[config.mk]
export PLATFORM = sky130hd
export DESIGN_NAME = preg_free_list
export DESIGN_NICKNAME = d
export VERILOG_FILES = /design/src/rtl/preg_free_list.sv
export SDC_FILE = /design/constraint.sdc
export NUM_CORES = 1
export LEC_CHECK = 0
export CAP_MARGIN = 20
export CORE_ASPECT_RATIO = 0.9
export CORE_MARGIN = 2
export CORE_UTILIZATION = 50
export DETAILED_ROUTE_END_ITERATION = 10
export PLACE_DENSITY = 0.75
export SLEW_MARGIN = 10
export SYNTH_ARGS = -nofsm -noshare
export SYNTH_HDL_FRONTEND = slang
export SYNTH_SLANG_ARGS = --single-unit
[constraint.sdc]
create_clock -name clk -period 11.5 [get_ports clk]
set_input_delay 1.725 -clock clk [delete_from_list [all_inputs] [get_ports clk]]
set_output_delay 1.725 -clock clk [all_outputs]
set_load 0.01 [all_outputs]
[src/rtl/preg_free_list.sv]
// Physical-register free pool for a dual-issue rename stage: a circular FIFO
// of free tags with two allocation ports, two release ports and a refill sequence.
module preg_free_list #(
  parameter int NUM_PREGS = 64,
  parameter int NUM_AREGS = 32,
  parameter int DEPTH     = NUM_PREGS - NUM_AREGS,
  parameter int TAG_W     = $clog2(NUM_PREGS),
  parameter int PTR_W     = $clog2(DEPTH),
  parameter int CNT_W     = $clog2(DEPTH + 1)
) (
  input  logic             clk,
  input  logic             rst_n,
  input  logic             alloc_req_1,
  input  logic             alloc_req_2,
  output logic             alloc_gnt,
  output logic [TAG_W-1:0] alloc_tag_1,
  output logic [TAG_W-1:0] alloc_tag_2,
  input  logic             free_vld_1,
  input  logic             free_vld_2,
  input  logic [TAG_W-1:0] free_tag_1,
  input  logic [TAG_W-1:0] free_tag_2,
  output logic             ready,
  output logic             stall,
  output logic [CNT_W-1:0] free_count,
  output logic             err_overflow
);

  localparam int WIDE_W = CNT_W + 1;

  localparam logic [0:0] ST_INIT = 1'b0;
  localparam logic [0:0] ST_RUN  = 1'b1;

  logic [0:0]       r_state;
  logic [PTR_W-1:0] r_head;
  logic [PTR_W-1:0] r_tail;
  logic [CNT_W-1:0] r_count;
  logic             r_err;
  logic [TAG_W-1:0] r_mem [DEPTH];

  logic              w_init;
  logic              w_run;
  logic [1:0]        w_nreq;
  logic              w_gnt;
  logic [1:0]        w_pops;
  logic [WIDE_W-1:0] w_base;
  logic              w_rel1;
  logic              w_rel2;
  logic              w_push1;
  logic              w_push2;
  logic [WIDE_W-1:0] w_after1;
  logic [WIDE_W-1:0] w_count_wide;
  logic              w_drop;
  logic [PTR_W-1:0]  w_head2;
  logic              w_we1;
  logic              w_we2;
  logic [PTR_W-1:0]  w_waddr1;
  logic [PTR_W-1:0]  w_waddr2;
  logic [TAG_W-1:0]  w_wdata1;
  logic [TAG_W-1:0]  w_wdata2;
  logic [0:0]        w_state_next;
  logic [PTR_W-1:0]  w_head_next;
  logic [PTR_W-1:0]  w_tail_next;
  logic [CNT_W-1:0]  w_count_next;

  assign w_init = (r_state == ST_INIT);
  assign w_run  = (r_state == ST_RUN);

  // Grant decision uses only the registered count; same-cycle frees never bypass.
  assign w_nreq = {1'b0, alloc_req_1} + {1'b0, alloc_req_2};
  assign w_gnt  = w_run && (w_nreq != 2'd0) &&
                  (WIDE_W'(w_nreq) <= WIDE_W'(r_count));
  assign w_pops = w_gnt ? w_nreq : 2'd0;

  // Releases are checked against the post-pop occupancy, slot 1 before slot 2.
  assign w_base       = WIDE_W'(r_count) - WIDE_W'(w_pops);
  assign w_rel1       = free_vld_1 && (free_tag_1 != '0);
  assign w_rel2       = free_vld_2 && (free_tag_2 != '0);
  assign w_push1      = w_run && w_rel1 && (w_base < WIDE_W'(DEPTH));
  assign w_after1     = w_base + WIDE_W'(w_push1);
  assign w_push2      = w_run && w_rel2 && (w_after1 < WIDE_W'(DEPTH));
  assign w_count_wide = w_after1 + WIDE_W'(w_push2);
  assign w_drop       = (w_rel1 && !w_push1) || (w_rel2 && !w_push2);

  assign w_head2 = r_head + PTR_W'(alloc_req_1);

  // During refill port 1 writes the initial tag sequence at the tail.
  assign w_we1    = w_init || w_push1;
  assign w_we2    = w_push2;
  assign w_waddr1 = r_tail;
  assign w_waddr2 = r_tail + PTR_W'(w_push1);
  assign w_wdata1 = w_init ? (TAG_W'(NUM_AREGS) + TAG_W'(r_tail)) : free_tag_1;
  assign w_wdata2 = free_tag_2;

  assign w_state_next = (w_init && (r_tail == PTR_W'(DEPTH - 1))) ? ST_RUN : r_state;
  assign w_head_next  = r_head + PTR_W'(w_pops);
  assign w_tail_next  = w_init ? (r_tail + PTR_W'(1))
                               : (r_tail + PTR_W'(w_push1) + PTR_W'(w_push2));
  assign w_count_next = w_init ? (r_count + CNT_W'(1)) : w_count_wide[CNT_W-1:0];

  always_ff @(posedge clk or negedge rst_n) begin
    if (!rst_n) begin
      r_state <= ST_INIT;
      r_head  <= '0;
      r_tail  <= '0;
      r_count <= '0;
      r_err   <= 1'b0;
    end else begin
      r_state <= w_state_next;
      r_head  <= w_head_next;
      r_tail  <= w_tail_next;
      r_count <= w_count_next;
      r_err   <= r_err | w_drop;
    end
  end

  // Pool storage carries no reset; refill rewrites every entry.
  always_ff @(posedge clk) begin
    if (w_we1) r_mem[w_waddr1] <= w_wdata1;
    if (w_we2) r_mem[w_waddr2] <= w_wdata2;
  end

  assign alloc_gnt    = w_gnt;
  assign alloc_tag_1  = r_mem[r_head];
  assign alloc_tag_2  = r_mem[w_head2];
  assign ready        = w_run;
  assign stall        = w_run && (alloc_req_1 || alloc_req_2) && !w_gnt;
  assign free_count   = r_count;
  assign err_overflow = r_err;

endmodule

==> metrics.txt <==
# TYPE chip_impl_metric gauge
chip_impl_info{name="status",value="completed"} 1
chip_impl_metric{name="tightest_slew",unit="ns"} 1.044
chip_impl_info{name="min_path_type",value="reg2reg"} 1
chip_impl_metric{name="synth_cell_types",unit=""} 60
chip_impl_metric{name="slowest_delay",unit="ns"} 0.56
chip_impl_metric{name="regArea",unit="µm²"} 6221
chip_impl_metric{name="first_global_vias",unit=""} 8406
chip_impl_metric{name="crit_path_max_fanout",unit=""} 34
chip_impl_metric{name="synth-seq-area-share",unit=""} 0.4515
chip_impl_metric{name="worst-endpoint-required",unit="ns"} 11.90
chip_impl_metric{name="async_flop_share",unit=""} 0.08571
chip_impl_metric{name="post_cts_resized",unit=""} 0
chip_impl_metric{name="port_buffers",unit=""} 39
chip_impl_metric{name="min_clock_period_post_route",unit="ns"} 7.292
chip_impl_metric{name="die_height",unit="µm"} 161.4
chip_impl_metric{name="synth.yosys.warnings",unit=""} 0
chip_impl_metric{name="drtIter0Drc",unit=""} 996
chip_impl_metric{name="synthToLayoutAreaGrowth",unit="%"} 9.589
chip_impl_metric{name="routabilityCongestion",unit=""} 0.8875
chip_impl_metric{name="clock_insertion_delay_worst_skew",unit="ns"} 0.51
chip_impl_metric{name="floorplan.die.width",unit="µm"} 178.9
chip_impl_info{name="startpoint_type_of_the_worst_setup_path",value="primary input"} 1
chip_impl_metric{name="synth-edff-count",unit=""} 192
chip_impl_info{name="cts_tree",value="yes"} 1
chip_impl_metric{name="tns",unit="ns"} 0
chip_impl_metric{name="power_density",unit="nW/µm²"} 255.3
chip_impl_metric{name="total_area_of_multi_input_combinational_cells",unit="µm²"} 7003
chip_impl_info{name="most-common-layout-cells",value="197 x mux2_2, 192 x edfxtp_1, 120 x mux4_2"} 1
chip_impl_metric{name="rows",unit=""} 57
chip_impl_metric{name="final-max-slew-violation-count",unit=""} 0
chip_impl_metric{name="leakage_power",unit="nW"} 5.119
chip_impl_metric{name="cts.sink_count",unit=""} 210
chip_impl_metric{name="postCtsHoldBufs",unit=""} 0
chip_impl_metric{name="hpwlAfterDp",unit="µm"} 23820
chip_impl_metric{name="hold_viol_final",unit=""} 0
chip_impl_metric{name="fin_crit_sh",unit=""} 0.6341
chip_impl_metric{name="drtPass1Iterations",unit=""} 5
chip_impl_metric{name="dpl_cell_area",unit="µm²"} 14270
chip_impl_metric{name="track_usage",unit=""} 0.2503
chip_impl_metric{name="worst_ir_drop_vdd",unit="V"} 0.0001693
chip_impl_metric{name="synthesis.instances",unit=""} 907
chip_impl_metric{name="achievable-frequency",unit="MHz"} 137.1
chip_impl_metric{name="placeable_core_region",unit="µm²"} 27030
chip_impl_metric{name="post-layout-total-power",unit="mW"} 3.852
chip_impl_metric{name="drt-wirelength-per-cell",unit="µm"} 27.95
chip_impl_metric{name="floorplan.initialDensity",unit=""} 0.5093
chip_impl_metric{name="num-fill-cells",unit=""} 2128
chip_impl_metric{name="report.final.setup_viol",unit=""} 0
chip_impl_metric{name="antenna_violations_before_repair",unit=""} 0
chip_impl_metric{name="grt_overflow",unit=""} 0
chip_impl_metric{name="mappedNetlistArea",unit="µm²"} 13770
chip_impl_metric{name="fin_worst_skew",unit="ns"} 0.009830
chip_impl_metric{name="drt.antenna.violating_nets",unit=""} 0
chip_impl_metric{name="nNetsFinal",unit=""} 936
chip_impl_metric{name="post_route_cells_drive_above_1_share",unit=""} 0.4663
chip_impl_metric{name="numCtsBuffers",unit=""} 22
chip_impl_info{name="final_common_cell",value="mux2_2"} 1
chip_impl_metric{name="cp_data_arrival_time",unit="ns"} 7.69
chip_impl_metric{name="drt_wl_total",unit="µm"} 35190
chip_impl_metric{name="synth-seq-cells",unit=""} 210
chip_impl_metric{name="htree_levels",unit=""} 1
chip_impl_metric{name="synthesized_nets",unit=""} 951
chip_impl_info{name="timing.critical_path.slowest_stage_cell",value="clkdlybuf4s50_1"} 1
chip_impl_metric{name="ios",unit=""} 40
chip_impl_info{name="worst_path_most_repeated_cell",value="ha_1"} 1
chip_impl_metric{name="drt_drc_violations_left",unit=""} 0
chip_impl_metric{name="largest_net_degree_at_the_start_of_global_routing",unit=""} 52
chip_impl_metric{name="post_cts_buffers",unit=""} 0
chip_impl_metric{name="vias_per_cell",unit=""} 6.694
chip_impl_info{name="crit_path_end_kind",value="register"} 1
chip_impl_info{name="criticalPathCategory",value="in2reg"} 1
chip_impl_metric{name="timing.max_slew.rel_slack",unit=""} 0.2969
chip_impl_metric{name="cts-root-to-sink-buffers",unit=""} 3
chip_impl_metric{name="global_route_wire_length_before_repair",unit="µm"} 53880
chip_impl_info{name="grt_setup_unrepaired",value="false"} 1
chip_impl_info{name="cts_root_buf",value="clkbuf_16"} 1
chip_impl_metric{name="clkTransAtPathRegs",unit="ns"} 0.06
chip_impl_metric{name="cap_violations",unit=""} 0
chip_impl_metric{name="die_area",unit="µm²"} 28880
chip_impl_metric{name="diodes",unit=""} 0
chip_impl_metric{name="post_synth.cell_area_avg",unit="µm²"} 15.18
chip_impl_metric{name="finish.instance_area",unit="µm²"} 15090
chip_impl_info{name="dominantRegCellSynth",value="edfxtp_1"} 1
chip_impl_metric{name="route.vias.total",unit=""} 8428
## path summary, 6_finish.rpt
kind                                          from                      to  slack [ns]  cells past startpoint
setup / recovery                       alloc_req_1     r_tail[4]$_DFF_PN0_        4.21                     25
hold / removal              err_overflow$_DFF_PN0_  err_overflow$_DFF_PN0_        0.51                      1
setup reg to reg           free_count[2]$_DFF_PN0_     r_tail[4]$_DFF_PN0_        5.55                     21
hold reg to reg             err_overflow$_DFF_PN0_  err_overflow$_DFF_PN0_        0.51                      1
min in group asynchronous                    rst_n  err_overflow$_DFF_PN0_        1.73                      1
max in group asynchronous                    rst_n     r_head[0]$_DFF_PN0_        9.10                      1
## per-stage QoR
| stage | hold slack, ns | util | cells | worst slack, ns |
|---|---|---|---|---|
| after global placement | 0.4995 | 0.5281 | 1219 | 4.038 |
| after global routing | 0.5435 | 0.5582 | 1259 | 3.763 |
| after CTS | 0.5138 | 0.5566 | 1256 | 4.283 |
| after detailed placement | 0.4850 | 0.5281 | 1219 | 3.764 |
| final | 0.5121 | 0.5582 | 1259 | 4.208 |
| after floorplan | 0.5179 | - | 907 | 4.868 |
## power by group
| part | total [mW] | internal (mW) | switching, mW |
|---|---|---|---|
| clock network | 0.768 | 0.473 | 0.296 |
| logic | 2.00 | 0.988 | 1.01 |
| registers | 1.09 | 0.947 | 0.141 |
## cells by family (layout without fill, tap and decap cells)
logic type	after synthesis	after routing	share of synthesized area
muxes	331	331	0.3718
xor gates and xnor gates	27	27	0.01718
buffers and inverters	121	119	0.04326
DFF	210	210	0.4515
and+or+nand+nor	131	131	0.06126
AOI/OAI and AO/OA	61	61	0.03027
adders and majority gates	26	26	0.02472
## area by class of cell
| class | instances | share of cell area |
|---|---|---|
| inverter | 22 | 0.005474 |
| sequential | 210 | 0.4123 |
| clock buffer | 30 | 0.04188 |
| multi-input combinational | 576 | 0.4642 |
| tap | 354 | 0.02936 |
| timing repair buffer | 60 | 0.03757 |
| clock inverter | 7 | 0.009205 |
## cell usage after synthesis (12+ instances only)
library cell,count,share of area
and3_1,13,0.0059
inv_1,22,0.0060
clkbuf_1,47,0.013
dlygate4sd3_1,12,0.0087
nor2_1,14,0.0038
xnor2_1,18,0.011
nand2_1,32,0.0087
dfrtp_1,18,0.033
buf_1,14,0.0038
ha_1,24,0.022
buf_2,21,0.0076
mux4_2,120,0.20
mux2_2,197,0.16
edfxtp_1,192,0.42
o21bai_1,12,0.0065
o21ai_0,16,0.0058
## routing by layer
layer	vias to the layer above	GRT usage	wire length, µm
met5	-	0	0
met4	0	0.06319	895
met3	60	0.05650	3506
met2	475	0.3642	15420
met1	4321	0.3811	15370
li1	3572	-	-
## registers in the layout (all words and copies together) (netlist names)
name / flops
err_overflow: 1
r_head: 5
ready: 1
free_count: 6
r_tail: 5
r_mem: 192
## critical path, delay by kind of cell
kind / cells / cell delay, ns
compound gates: 4 / 0.94
xor+xnor: 2 / 0.55
fa+ha+maj: 6 / 1.38
buf+inv: 4 / 1.09
mux: 1 / 0.27
simple gates: 8 / 1.71
No activity file was read; power rests on OpenSTA's default activity.
